`config.mk`:
```
export PLATFORM = sky130hd
export DESIGN_NAME = moore_phase_seq
export DESIGN_NICKNAME = d
export VERILOG_FILES = /design/src/rtl/moore_phase_seq.sv
export SDC_FILE = /design/constraint.sdc
export NUM_CORES = 1
export LEC_CHECK = 0
export ABC_CLOCK_PERIOD_IN_PS = 5820
export BUFFER_PORTS_ARGS = -buffer_cell sky130_fd_sc_hd__buf_2
export CORE_MARGIN = 2
export CORE_UTILIZATION = 30
export CTS_CLUSTER_DIAMETER = 120
export DETAILED_ROUTE_END_ITERATION = 16
export GPL_ROUTABILITY_DRIVEN = 1
export PLACE_DENSITY = 0.62
export SYNTH_ARGS = -nofsm -noshare
export SYNTH_HDL_FRONTEND = slang
export SYNTH_SLANG_ARGS = --single-unit
```
`constraint.sdc`:
```
create_clock -name clk -period 5.82 [get_ports clk]
set_clock_uncertainty 0.15 [all_clocks]
set_input_delay 0.873 -clock clk [delete_from_list [all_inputs] [get_ports clk]]
set_output_delay 0.873 -clock clk [all_outputs]
set_load 0.03 [all_outputs]
```
`src/rtl/moore_phase_seq.sv`:
```
// Moore phase sequencer: steps through N_PHASES phases, dwelling DWELL enabled cycles in each,
// with hold, bypass, direction control, one-hot decode and a one-cycle wrap flag.
//   action      | meaning
//   ACT_IDLE    | no enable, phase and dwell count stay put
//   ACT_COUNT   | enabled, dwell count increments
//   ACT_ADVANCE | dwell expired or bypass, move to next phase
//   ACT_FREEZE  | hold, all state frozen
module moore_phase_seq #(
    parameter int N_PHASES = 4,
    parameter int PW       = 2,
    parameter int DWELL    = 4,
    parameter int DW       = 3
) (
    input  logic                clk,
    input  logic                rst,
    input  logic                en,
    input  logic                bypass,
    input  logic                hold,
    input  logic                dir,
    output logic [PW-1:0]       out,
    output logic [N_PHASES-1:0] onehot,
    output logic [DW-1:0]       dwell_cnt,
    output logic                wrap
);

    localparam int                PW1      = PW + 1;
    localparam logic [PW:0]       NP       = PW1'(N_PHASES);
    localparam logic [PW-1:0]     LAST_PH  = PW'(N_PHASES - 1);
    localparam logic [DW-1:0]     CNT_LAST = DW'(DWELL - 1);
    localparam logic [N_PHASES-1:0] ONE    = N_PHASES'(1);

    typedef enum logic [1:0] {
        ACT_IDLE,
        ACT_COUNT,
        ACT_ADVANCE,
        ACT_FREEZE
    } act_e;

    act_e                act;
    logic [PW-1:0]       phase_q, phase_d, phase_nxt;
    logic [DW-1:0]       cnt_q, cnt_d;
    logic                wrap_q, wrap_d;
    logic                crosses;
    logic [N_PHASES-1:0] onehot_q, onehot_d;

    always_comb begin
        act = ACT_IDLE;
        if (hold) begin
            act = ACT_FREEZE;
        end else if (bypass) begin
            act = ACT_ADVANCE;
        end else if (en) begin
            act = (cnt_q == CNT_LAST) ? ACT_ADVANCE : ACT_COUNT;
        end
    end

    // Out-of-range codes recover to phase 0 regardless of direction.
    always_comb begin
        phase_nxt = '0;
        crosses   = 1'b0;
        if ({1'b0, phase_q} >= NP) begin
            phase_nxt = '0;
        end else if (dir) begin
            phase_nxt = (phase_q == '0) ? LAST_PH : phase_q - PW'(1);
            crosses   = (phase_q == '0);
        end else begin
            phase_nxt = (phase_q == LAST_PH) ? '0 : phase_q + PW'(1);
            crosses   = (phase_q == LAST_PH);
        end
    end

    always_comb begin
        phase_d = phase_q;
        cnt_d   = cnt_q;
        wrap_d  = 1'b0;
        case (act)
            ACT_ADVANCE: begin
                phase_d = phase_nxt;
                cnt_d   = '0;
                wrap_d  = crosses;
            end
            ACT_COUNT:  cnt_d = cnt_q + DW'(1);
            default:    ;
        endcase
        onehot_d = ONE << phase_d;
    end

    always_ff @(posedge clk) begin
        if (rst) begin
            phase_q  <= '0;
            cnt_q    <= '0;
            wrap_q   <= 1'b0;
            onehot_q <= ONE;
        end else begin
            phase_q  <= phase_d;
            cnt_q    <= cnt_d;
            wrap_q   <= wrap_d;
            onehot_q <= onehot_d;
        end
    end

    assign out       = phase_q;
    assign onehot    = onehot_q;
    assign dwell_cnt = cnt_q;
    assign wrap      = wrap_q;

endmodule

```
==> reports/qor.csv <==
metric;value;unit
outcome;finished, final reports clean;
maximum capacitance violations;0;
height of the die;46;um
ratio of final minimum period to clock period;36.1;%
WP data required;5.86;ns
H-Tree Level Count;1;
TritonCTS Buffers;3;
number of global-route vias before repair;355;
total of endpoints with negative setup slack in the final report;0;
Port Buffer Count;15;
relative contribution of combinational cells to total power;20.5;%
synthesis warning total;0;
floorplan die area;2120;sq um
remaining design rule violation count;0;
pin count of the biggest net entering global routing;13;
final RePlAce weighted congestion;0.658;
nets in the synthesized netlist;67;
Detailed Route Iter0 Violations;4;
leakage;0.301;nW
Starting Density;31.3;%
number of different library cells in the post-synthesis netlist;23;
maximum fanout count along the critical path;6;
final standard cell utilization of the core;37.8;%
Die X;46;um
Area Overhead vs Synth;20.6;%
multiplexer area fraction after synthesis;2.13;%
area fraction in and, or, nand and nor cells after synthesis;16.8;%
average wire length per cell after detail routing;9.85;um
Switching Power;0.0484;mW
cell type with the highest aggregate area in the netlist;sky130_fd_sc_hd__dfxtp_1;
slew margin rel.;71.7;%
worst-margin pin slew;0.422;ns
Syn Std Cell Area;529;sq um
clock latency on the worst-skew pair;0.26;ns
wire length of the first global-routing pass;1460;um
final net count;84;
row count;15;
data arrival time of the worst path;2.14;ns
sequential-to-total area share from yosys stat;37.8;%
via count of the routed design;409;
clock network fraction of total power;35.1;%
Pwr per Cell Area;271;nW/um^2
RSZ-0062 raised after global routing;no;
number of buffers added for setup after CTS;0;
buffers from clock root to sink, at most;2;
fraction of final layout cells sized beyond drive strength 1;28.6;%
design internal power;0.124;mW
number of antenna violations at the first check in global routing;0;
largest family of logic cells by synthesized area;simple AND/OR/NAND/NOR gates;
vias per std cell;4.70;
Setup crit end kind;register;
Final ANT Viol Nets;0;
number of iterations in the first detailed-routing pass;2;
aggregate negative setup slack;0;ns
ranking of synthesized cells by area;sky130_fd_sc_hd__dfxtp_1 (38%), sky130_fd_sc_hd__ha_1 (17%), sky130_fd_sc_hd__or3b_1 (5.0%);
max frequency;476;MHz
core region area;1690;sq um
minimum clock period;2.10;ns
placement-stage worst setup slack;3.48;ns
antenna fix cells;0;
Post-Synthesis Cells;54;
flops & latches, synth;10;
count of final hold-check violations;0;
clk slew on worst S/H paths;0.06;ns
type of element launching the critical path;register;
share of the synthesized netlist area taken by xor and xnor gates;3.31;%
Critical Setup Path Class;register to register;
DRT Wirelength;857;um
GRT Util Overall;10.1;%
quantity of hold-fixing buffers added after cts;0;
total of fill cells in the finished design;172;
I/O Pins;16;
final worst setup slack;3.72;ns
most common library cell in the layout ignoring fill and taps;sky130_fd_sc_hd__buf_2;
post-layout power;0.173;mW
worst supply voltage drop on vdd;0.000141;V
Post-Syn Area per Cell;9.80;sq um
clock tree from TritonCTS;done;
complex-gate fraction of the synthesized area;15.4;%
adder-cell area share of the yosys netlist;16.5;%
total gr overflow;0;
count of pins over their slew limit;0;
part of the power in registers;44.4;%
master cell of the clock root buffer;sky130_fd_sc_hd__clkbuf_4;
most frequent cells in the layout;sky130_fd_sc_hd__buf_2 (15), sky130_fd_sc_hd__dfxtp_1 (10), sky130_fd_sc_hd__ha_1 (7);
fraction of power spent switching nets;28.0;%
DP Wirelength;641;um
area share of the largest cell type after synthesis;37.8;%
post_cts resized;0;
clock sink count;10;
path category of the worst min-delay check;register to register;
-- critical path, stage by stage (launching register included) --
cell,delay (ns)
sky130_fd_sc_hd__dfxtp_1,0.33
sky130_fd_sc_hd__ha_1,0.20
sky130_fd_sc_hd__ha_1,0.19
sky130_fd_sc_hd__a211o_1,0.30
sky130_fd_sc_hd__ha_1,0.33
sky130_fd_sc_hd__or3b_1,0.38
sky130_fd_sc_hd__a21oi_1,0.14
-- power by group through the flow --
stage / Sequential, mW / Clock (mW) / Combinational (mW)
floorplan: 0.0854 / 0 / 0.0208
global placement: 0.0781 / 0 / 0.0355
detailed placement: 0.0782 / 0 / 0.0358
CTS: 0.0767 / 0.0625 / 0.0360
global route: 0.0773 / 0.0694 / 0.0395
finish: 0.0767 / 0.0606 / 0.0355
-- logic make-up (layout without fill, tap and decap cells) --
family,Yosys count,count (layout)
and+or+nand+nor,15,15
AOI/OAI and AO/OA,11,11
DFF,10,10
buffers and inverters,8,24
adders and majority gates,7,7
xor gates and xnor gates,2,2
muxes,1,1
-- path summary, 6_finish.rpt --
check / start / to / slack [ns] / cells after the start
hold / removal: dwell_cnt[2] / dwell_cnt[2] / 0.32 / 2
setup reg to reg: dwell_cnt[0] / dwell_cnt[2] / 3.72 / 6
setup / recovery: dwell_cnt[0] / dwell_cnt[2] / 3.72 / 6
hold reg to reg: dwell_cnt[2] / dwell_cnt[2] / 0.32 / 2
-- registers in the layout (all words and copies together), names as in the netlist --
register   cells
wrap           1
onehot         4
dwell_cnt      3
out            2
-- through the flow --
step,cells,hold slack (ns),cell area [sq um]
2_1_floorplan,54,0.437,529
3_3_place_gp,83,0.314,602
3_5_place_dp,83,0.317,602
4_1_cts,87,0.328,638
5_1_grt,87,0.357,638
6_report,87,0.324,638
-- per-layer routing --
| layer | GRT usage [%] | vias up | wire (um) |
|---|---|---|---|
| li1 | - | 220 | - |
| met1 | 10.9 | 176 | 394 |
| met2 | 15.6 | 11 | 401 |
| met3 | 7.14 | 2 | 48 |
| met4 | 3.43 | 0 | 12 |
| met5 | 0 | - | 0 |
-- cell type report --
| class | count | area [sq um] | area share [%] |
|---|---|---|---|
| Multi-Input combinational cell | 36 | 287 | 44.9 |
| Sequential cell | 10 | 200 | 31.4 |
| Timing Repair Buffer | 15 | 75.1 | 11.8 |
| Clock buffer | 4 | 36.3 | 5.69 |
| Tap cell | 17 | 21.3 | 3.33 |
| Inverter | 5 | 18.8 | 2.94 |
-- synth_stat cells --
| master | instances |
|---|---|
| sky130_fd_sc_hd__or3b_1 | 3 |
| sky130_fd_sc_hd__a32o_1 | 1 |
| sky130_fd_sc_hd__a211oi_1 | 1 |
| sky130_fd_sc_hd__dfxtp_1 | 10 |
| sky130_fd_sc_hd__buf_2 | 1 |
| sky130_fd_sc_hd__nand2b_1 | 1 |
| sky130_fd_sc_hd__and3_1 | 1 |
| sky130_fd_sc_hd__nor3b_1 | 1 |
| sky130_fd_sc_hd__nand2_1 | 3 |
| sky130_fd_sc_hd__o32ai_1 | 2 |
| sky130_fd_sc_hd__mux2_2 | 1 |
| sky130_fd_sc_hd__ha_1 | 7 |
| sky130_fd_sc_hd__a21o_1 | 1 |
| sky130_fd_sc_hd__buf_4 | 1 |
| sky130_fd_sc_hd__nor2_1 | 3 |
| sky130_fd_sc_hd__inv_1 | 5 |
| sky130_fd_sc_hd__a211o_1 | 1 |
| sky130_fd_sc_hd__a21oi_1 | 4 |
| sky130_fd_sc_hd__buf_6 | 1 |
| sky130_fd_sc_hd__xnor2_1 | 2 |
| sky130_fd_sc_hd__nor3_1 | 1 |
| sky130_fd_sc_hd__nand3b_1 | 2 |
| sky130_fd_sc_hd__a311o_1 | 1 |
(Power assumes the default switching activity.)
